## config.mk

```make
export PLATFORM = sky130hd
export DESIGN_NAME = sfpp_reconfig_master_0_b2p
export DESIGN_NICKNAME = d
export VERILOG_FILES = /design/src/rtl/sfpp_reconfig_master_0_b2p.sv
export SDC_FILE = /design/constraint.sdc
export NUM_CORES = 1
export LEC_CHECK = 0
export ABC_AREA = 1
export CAP_MARGIN = 20
export CORE_MARGIN = 2
export CORE_UTILIZATION = 53
export CTS_CLUSTER_DIAMETER = 100
export CTS_CLUSTER_SIZE = 24
export DETAILED_ROUTE_END_ITERATION = 7
export PLACE_DENSITY_LB_ADDON = 0.08
export SLEW_MARGIN = 20
export SYNTH_ARGS = -nofsm -noshare
export SYNTH_HDL_FRONTEND = slang
export SYNTH_SLANG_ARGS = --single-unit
export TNS_END_PERCENT = 10
```

## constraint.sdc

```tcl
create_clock -name clk -period 2.95 [get_ports clk]
set_input_delay 0.295 -clock clk [delete_from_list [all_inputs] [get_ports clk]]
set_output_delay 0.295 -clock clk [all_outputs]
set_load 0.005 [all_outputs]
```

## src/rtl/sfpp_reconfig_master_0_b2p.sv

```systemverilog
// rtl/sfpp_reconfig_master_0_b2p.sv - escaped byte stream to Avalon-ST packet stream decoder
module sfpp_reconfig_master_0_b2p #(
   parameter int         CHANNEL_WIDTH = 8,
   parameter logic [7:0] SOP_CHAR      = 8'h7A,
   parameter logic [7:0] EOP_CHAR      = 8'h7B,
   parameter logic [7:0] CHAN_CHAR     = 8'h7C,
   parameter logic [7:0] ESC_CHAR      = 8'h7D
) (
   input  logic                     clk,
   input  logic                     reset_n,
   output logic                     in_ready,
   input  logic                     in_valid,
   input  logic [7:0]               in_data,
   input  logic                     out_ready,
   output logic                     out_valid,
   output logic [7:0]               out_data,
   output logic                     out_startofpacket,
   output logic                     out_endofpacket,
   output logic [CHANNEL_WIDTH-1:0] out_channel
);

   logic                     sop_pend;
   logic                     eop_pend;
   logic                     chan_pend;
   logic                     esc_pend;
   logic [CHANNEL_WIDTH-1:0] channel_reg;
   logic                     accept;
   logic                     is_marker;
   logic [7:0]               value;

   assign in_ready = !out_valid || out_ready;

   // A byte following ESC_CHAR is always payload, even if it matches a marker.
   always_comb begin
      accept    = in_valid && in_ready;
      is_marker = !esc_pend && ((in_data == SOP_CHAR) || (in_data == EOP_CHAR) ||
                                (in_data == CHAN_CHAR) || (in_data == ESC_CHAR));
      value     = esc_pend ? (in_data ^ 8'h20) : in_data;
   end

   always_ff @(posedge clk or negedge reset_n) begin
      if (!reset_n) begin
         out_valid         <= 1'b0;
         out_data          <= 8'h00;
         out_startofpacket <= 1'b0;
         out_endofpacket   <= 1'b0;
         out_channel       <= '0;
         sop_pend          <= 1'b0;
         eop_pend          <= 1'b0;
         chan_pend         <= 1'b0;
         esc_pend          <= 1'b0;
         channel_reg       <= '0;
      end else begin
         // Current beat is consumed (or absent); a new beat below re-asserts valid.
         if (in_ready) begin
            out_valid <= 1'b0;
         end
         if (accept) begin
            if (is_marker) begin
               if (in_data == SOP_CHAR)  sop_pend  <= 1'b1;
               if (in_data == EOP_CHAR)  eop_pend  <= 1'b1;
               if (in_data == CHAN_CHAR) chan_pend <= 1'b1;
               if (in_data == ESC_CHAR)  esc_pend  <= 1'b1;
            end else begin
               esc_pend <= 1'b0;
               if (chan_pend) begin
                  channel_reg <= CHANNEL_WIDTH'(value);
                  chan_pend   <= 1'b0;
               end else begin
                  out_valid         <= 1'b1;
                  out_data          <= value;
                  out_startofpacket <= sop_pend;
                  out_endofpacket   <= eop_pend;
                  out_channel       <= channel_reg;
                  sop_pend          <= 1'b0;
                  eop_pend          <= 1'b0;
               end
            end
         end
      end
   end

endmodule

```

After elaboration in Yosys (flattened, before gate mapping)
Cells that the tools add are included.
{"block": "totals", "register_bits": 31, "latch_bits": 0, "ram_bits": 0, "rom_bits": 0, "input_bits": 12, "elab_cells": 50, "mem_count": 0}
{"block": "classes", "add_sub_neg": 0, "mul": 0, "div": 0, "n_lt_le_gt_ge": 0, "n_eq_ne": 9, "shift": 0, "mux": 14, "bitwise": 3, "reduce_logical": 14}
{"cell": "== test 8 x 7 -> 1 bit (second input constant)", "n": 4}
{"cell": "2-to-1 mux 1 bit", "n": 13}
{"cell": "AND reduction 3 bit", "n": 4}
{"cell": "inequality test 2 x 1 -> 1 bit (second input constant)", "n": 5}
{"cell": "2-to-1 mux 6 bit", "n": 1}
{"cell": "logical OR 1 bit", "n": 4}
{"cell": "AND reduction 2 bit", "n": 2}
{"cell": "NOT 1 bit", "n": 3}
{"cell": "logical AND 1 bit", "n": 2}
{"cell": "zero test 1 bit", "n": 2}

Logic depth before layout (Yosys ltp)
Gate-level depths: netlist (run 1).
{"block": "depth", "depth_word": 7, "mapped_depth": 10}

Worst setup path after synthesis (run 1)
No wires, ideal clock.
{"block": "synth_path", "path_type": "input port to flip-flop", "from": "input port in_data[6]", "to": "register out_data[1]", "setup_time_ps": 121, "arrival_ps": 1237, "setup_slack_ps": 1592, "path_stages": 8, "path_buffers": 1, "cell_sequence": "inv_1 -> nor3_4 -> o21ai_2 -> nand2_2 -> nand2_4 -> nand3_4 -> buf_6 -> o21ai_1"}
{"block": "synth_between", "elab_chain_len": 7, "elab_cells_between_ends": 10, "cone_classes": "eq/ne (4); bitwise (1); reduce/logical (5)"}
{"item": "start, declared", "line_no": "13", "source": "input logic [7:0] in_data,"}
{"item": "== test 8 x 7 -> 1 bit", "line_no": "36", "source": "is_marker = !esc_pend && ((in_data == SOP_CHAR) || (in_data == EOP_CHAR) ||"}
{"item": "logical OR 1 bit (2 in series)", "line_no": "36"}
{"item": "logical OR 1 bit (*)", "line_no": "37", "source": "(in_data == CHAN_CHAR) || (in_data == ESC_CHAR));"}
{"item": "logical AND 1 bit (*)", "line_no": "36"}
{"item": "NOT 1 bit (no source line) (*)"}
{"item": "AND reduction 3 bit (no source line) (*)"}
{"item": "end signal, assigned", "line_no": "71", "source": "out_data <= value;"}
{"item": "end, declared", "line_no": "16", "source": "output logic [7:0] out_data,"}
Every way passes the cells marked *; elsewhere a longest branch is shown, timed or not.
A chain may end at the register's enable or synchronous reset.

Final worst setup path (run 1)
{"block": "layout_path", "from": "input port in_data[0]", "to": "register out_channel[4]"}
{"block": "layout_between", "elab_chain_len": 7, "elab_cells_between_ends": 10, "cone_classes": "eq/ne (4); bitwise (1); reduce/logical (5)"}
{"item": "== test 8 x 7 -> 1 bit", "line_no": "36"}
{"item": "logical OR 1 bit (2 in series)", "line_no": "36"}
{"item": "logical OR 1 bit (*)", "line_no": "37"}
{"item": "logical AND 1 bit (*)", "line_no": "36"}
{"item": "NOT 1 bit (no source line) (*)"}
{"item": "AND reduction 3 bit (no source line) (*)"}
{"item": "end signal, assigned", "line_no": "74", "source": "out_channel <= channel_reg;"}
{"item": "end, declared", "line_no": "19", "source": "output logic [CHANNEL_WIDTH-1:0] out_channel"}
Marked as above.

==> run summary, run 1 <==
Clock root buffer = clkbuf_4
Static Leak = 0.839 nW
FILL cells = 206
Syn Area/Cell = 9.65 um^2
Core Footprint = 2520 um^2
RSZ-0062 raised after global routing = no
Yosys top cell area share = 53.6%
First-pass GRT wire length = 4810 um
Sequential-to-total area share from yosys stat = 53.6%
Vias in the first global route = 1124
TritonCTS Buffers = 5
Fin Hold WS = 0.355 ns
PostCTS Resize Cnt = 0
Crit Path Category = in -> reg
All-layer global routing usage = 19.8%
Vias post-DR = 1089
Hold Fails Final Rpt = 0
Setup TNS Final = 0 ns
Clk slew on worst S/H paths = 0.09 ns
Cell taking the most area after synthesis = dfrtp_1
Fmax achieved = 538 MHz
Top FF cell, synth = dfrtp_1
Max VDD drop = 351 uV
# hold bufs at CTS = 0
Top-level I/O count = 32
Die ar. = 3170 um^2
Worst reg2reg path depth = 6
EDFF count, synth = 0
Synth area leaders = dfrtp_1, o21ai_2, nand2_1, inv_1, o21ai_0
Antenna Cells = 0
Vias/cell = 5.09
Period minus WS final = 1.86 ns
Mapped Cells = 150
H-tree levels = 2
Outcome = complete, no violations
Slowest stage cell on the critical path = clkdlybuf4s50_1
Library cells used by synthesis = 19
Initial DRC Count = 29
HP Class = in -> async
HPWL after DPL = 1930 um
Worst reg2reg startpoint = out_valid$_DFF_PN0_
Area taken by flip-flops and latches = 776 um^2
WL final = 2630 um
Die height = 56.3 um
Fin Clk Skew = 0.00538 ns
Startpoint types = primary input
TritonCTS clock tree = built
Worst skew pair latency = 0.32 ns
IO buf count = 31
Detailed Routing Iterations Pass 1 = 4
Final setup vio count = 0
Slowest cell delay on critical path = 0.49 ns
Final net count = 197
Slew Limit Fails = 0
Starting density of the core = 57.4%
CP Cell Sequence = clkdlybuf4s50_1 > inv_1 > nand2_1 > nor2_1 > o21ai_2 > nand2_2 > nand2_4 > nand3_4 > nand2_1 > o21ai_2
CP top delay family = simple AND/OR/NAND/NOR gates
Tcrit/Tclk final = 63.0%
Drt drc = 0
Slew @ Worst Pin = 0.517 ns
Most common cell in the netlist = nand2_1
Initial antenna violation count = 0
Clock buffer depth = 2
Mapped Area = 1450 um^2
Gpl congestion = 0.849
Proportion of layout cells with a drive suffix above 1 = 17.4%
Slew margin rel. = 65.6%
Final Power = 0.927 mW
Commonest cells post-synth = nand2_1, dfrtp_1, inv_1
Area Growth Syn to Fin = 23.8%
Area of the multi-input gates = 529 um^2
Die Wd = 56.3 um
Finished Layout Cells = 214
Buf+Inv Stages, Crit Path = 2
Syn nets = 162
Critical path arrival = 2.05 ns
Reg2Reg Setup Slack = 1.31 ns
GRT overflow = 0
Yosys reg bits = 31
Largest net degree at the start of global routing = 38
Placed Cells = 208
ANT nets after route = 0
RR Endpoint = out_data[1]$_DFFE_PN0P_
Crit Path Max Fanout = 37
Postcts setup bufs = 0
CTS Sinks = 31
CP Capture Type = flop
Max_cap viols = 0
Critical Path RT = 3.14 ns
WL/cell = 12.3 um
Yosys warnings = 0
Row Count = 18
Power per cell area = 517 nW/um^2
Post-synthesis async set-or-reset flop share = 100%
[routing by layer]
metal	wire length [um]	global-route usage, %	part of all wire (%)
met3	147	5.30	5.6
met4	40	8.16	1.5
met2	1350	35.1	51
met1	1100	22.3	42
met5	0	0	0
[worst max path at each step]
stage | start | end | slack, ns | depth (start not counted)
6_report | in_data[0] | out_channel[4]$_DFFE_PN0P_ | 1.09 | 10
5_1_grt | in_data[0] | out_channel[3]$_DFFE_PN0P_ | 0.95 | 10
4_1_cts | in_data[0] | out_data[1]$_DFFE_PN0P_ | 1.08 | 9
3_5_place_dp | in_data[0] | out_channel[4]$_DFFE_PN0P_ | 0.74 | 10
3_3_place_gp | in_data[2] | out_data[3]$_DFFE_PN0P_ | 0.81 | 10
2_1_floorplan | in_data[6] | out_data[1]$_DFFE_PN0P_ | 1.59 | 8
[per-stage QoR]
step / utilization [%] / setup WS, ns / area, um^2
2_1_floorplan: - / 1.59 / 1450
3_5_place_dp: 69.4 / 0.741 / 1750
4_1_cts: 71.0 / 1.08 / 1790
3_3_place_gp: 69.4 / 0.815 / 1750
6_report: 71.0 / 1.09 / 1790
5_1_grt: 71.0 / 0.947 / 1790
[placed cells by master (no fill, tap or decap), drive strengths merged]
cell type,instances
buf,1
nand3,7
nand4,3
clkbuf,6
nand2,45
dfrtp,31
nor2,4
inv,23
clkdlybuf4s50,31
o21ai,29
a22oi,1
xnor2,1
nor3,1
clkinv,1
[cell type report]
type | count | area share (%)
clock buffer | 6 | 2.30
sequential | 31 | 43.3
inverter | 24 | 5.03
tap | 30 | 2.09
timing repair buffer | 32 | 17.7
multi-input combinational | 91 | 29.5
[power breakdown]
group,leakage (nW),internal [mW],switching [mW]
clock network,0.0242,0.0846,0.129
logic,0.410,0.115,0.0943
registers,0.405,0.475,0.0283
[logic make-up (layout without fill, tap and decap cells)]
kind of cell | count (synthesis) | in the layout | share of synthesized area, %
flip-flops | 31 | 31 | 53.6
AND/OR/NAND/NOR | 60 | 60 | 20.5
buffers and inverters | 28 | 62 | 9.85
AO/OA/AOI/OAI | 30 | 30 | 15.5
XOR/XNOR | 1 | 1 | 0.605
(Power assumes the default switching activity.)
==> run 2, diff against run 1 <==
--- a/config.mk
+++ b/config.mk
@@ -8,7 +8,7 @@
 export ABC_AREA = 1
 export CAP_MARGIN = 20
 export CORE_MARGIN = 2
-export CORE_UTILIZATION = 53
+export CORE_UTILIZATION = 49
 export CTS_CLUSTER_DIAMETER = 100
 export CTS_CLUSTER_SIZE = 24
 export DETAILED_ROUTE_END_ITERATION = 7
==> constraint.sdc (replaced) <==
create_clock -name clk -period 1.89 [get_ports clk]
set_input_delay 0.189 -clock clk [delete_from_list [all_inputs] [get_ports clk]]
set_output_delay 0.189 -clock clk [all_outputs]
set_load 0.005 [all_outputs]
==> run 2 against run 1 <==
Worst hold slack got worse by 0.11 ns; sequential cell count stayed put; critical endpoint is now in_ready; die area up 7.6%; clock skew grew 0.0079 ns; non-clock buffer count increased by 2; final area up 3.8%.
==> run summary, run 2 (synthesis results as in run 1) <==
WL/cell = 12.0 um (-2.5%)
Antenna Cells = 0 (unchanged)
Slew Limit Fails = 0 (unchanged)
Period minus WS final = 1.51 ns
Worst reg2reg path depth = 7 (+1)
Detailed Routing Iterations Pass 1 = 5 (+1)
Die height = 58.4 um (+3.7%)
Worst reg2reg startpoint = out_valid$_DFF_PN0_
Crit Path Category = reg -> out
Hold Fails Final Rpt = 0 (unchanged)
HP Class = in -> async
Fin Clk Skew = 0.0133 ns (+0.00789 ns)
CP Capture Type = primary output
Max VDD drop = 800 uV (+130%)
Final core utilization = 66.9% (-4.1 points)
RSZ-0062 raised after global routing = no
Slew @ Worst Pin = 0.389 ns (-0.128 ns)
WL final = 2620 um (-0.23%)
Critical Path End = in_ready
GRT overflow = 0 (unchanged)
Crit Path Max Fanout = 3 (-92%)
Final net count = 199 (+1.0%)
Clk slew on worst S/H paths = 0.09 ns (about the same)
Top-level I/O count = 32 (unchanged)
Die Wd = 58.4 um (+3.7%)
Commonest non-fill, non-tap cell in the layout = nand2_1
Gpl congestion = 0.804 (-5.3%)
ANT nets after route = 0 (unchanged)
Tcrit/Tclk final = 80.0%
Static Leak = 0.873 nW (+4.0%)
First-pass GRT wire length = 4440 um (-7.8%)
Outcome = complete, no violations
Area Growth Syn to Fin = 28.5%
Worst skew pair latency = 0.33 ns (about the same)
Clock root buffer = clkbuf_4
Die ar. = 3410 um^2 (+7.6%)
RR Endpoint = out_data[4]$_DFFE_PN0P_
Largest net degree at the start of global routing = 32 (-16%)
Fmax achieved = 662 MHz
PostCTS Resize Cnt = 0 (unchanged)
Initial antenna violation count = 0 (unchanged)
Row Count = 19 (+1)
Initial DRC Count = 32 (+10%)
Critical Path RT = 1.70 ns (-1.44 ns)
Final setup vio count = 0 (unchanged)
Setup Slack @ Placement = 0.0661 ns (-0.675 ns)
Critical path arrival = 1.32 ns (-0.73 ns)
Reg2Reg Setup Slack = 0.49 ns (-0.82 ns)
Setup TNS Final = 0 ns (unchanged)
Power per cell area = 839 nW/um^2 (+62%)
Drt drc = 0 (unchanged)
Startpoint types = flop
FILL cells = 242 (+17%)
Starting density of the core = 52.0% (-5.3 points)
Fin worst setup slack = 0.378 ns (-0.713 ns)
H-tree levels = 2 (unchanged)
Final Power = 1.56 mW (+68%)
IO buf count = 31 (unchanged)
Setup crit start = out_valid$_DFF_PN0_
Vias post-DR = 1087 (-0.18%)
TritonCTS clock tree = built
# hold bufs at CTS = 0 (unchanged)
Slew margin rel. = 74.1% (+8.5 points)
Core Footprint = 2780 um^2 (+10%)
TritonCTS Buffers = 5 (unchanged)
HPWL after DPL = 1940 um (+0.36%)
CTS Sinks = 31 (unchanged)
Proportion of layout cells with a drive suffix above 1 = 19.1% (+1.8 points)
Max_cap viols = 0 (unchanged)
Postcts setup bufs = 0 (unchanged)
Vias/cell = 4.96 (-2.5%)
Most frequent cells in the layout = nand2_1, dfrtp_1, clkdlybuf4s50_1, inv_1, o21ai_2
Clock buffer depth = 2 (unchanged)
All-layer global routing usage = 17.6% (-2.2 points)
Vias in the first global route = 1045 (-7.0%)
run 2: cell count changes in the layout (fill, tap and decap cells not counted):
| cell | before | now |
|---|---|---|
| clkbuf_8 | 0 | 2 |
| buf_12 | 0 | 2 |
run 2: power breakdown:
group | switching (mW) | total, mW | internal [mW] | leakage, nW
clock network | 0.211 | 0.430 | 0.219 | 0.0386
registers | 0.0441 | 0.786 | 0.742 | 0.405
logic | 0.149 | 0.344 | 0.195 | 0.429
run 2: critical path, stage by stage (launching register included):
cell             delay, ns
dfrtp_1               0.39
nand2_1               0.11
clkdlybuf4s50_1       0.51
run 2: per-layer routing:
layer  share of wire, %  track usage (%)  vias up
li1                   -                -      549
met1                 41             21.2      503
met2                 52             29.2       33
met3                7.0             6.15        2
met4               0.50             6.31        0
met5                  0                0        -
run 2: worst min-delay path by stage:
stage	cells after the start	slack, ns	to	from
global placement	2	0.46	sop_pend$_DFFE_PN0P_	sop_pend$_DFFE_PN0P_
floorplan	0	-0.11	chan_pend$_DFFE_PN0P_	reset_n
finish	2	0.24	out_channel[3]$_DFFE_PN0P_	reset_n
global route	2	0.26	out_channel[3]$_DFFE_PN0P_	reset_n
detailed placement	2	0.46	sop_pend$_DFFE_PN0P_	sop_pend$_DFFE_PN0P_
CTS	2	0.24	out_channel[0]$_DFFE_PN0P_	reset_n
run 2: layout make-up:
cell class / count / area (um^2) / area share, %
Timing Repair Buffer: 34 / 358 / 19.2
Inverter: 24 / 90.1 / 4.84
Tap cell: 31 / 38.8 / 2.08
Multi-Input combinational cell: 91 / 529 / 28.4
Sequential cell: 31 / 776 / 41.7
Clock buffer: 8 / 68.8 / 3.70
run 2: per-stage QoR:
stage          hold WS, ns  instances  instance area (um^2)
2_1_floorplan       -0.107        150                  1450
3_3_place_gp         0.464        211                  1790
3_5_place_dp         0.464        211                  1790
4_1_cts              0.244        219                  1860
5_1_grt              0.265        219                  1860
6_report             0.242        219                  1860
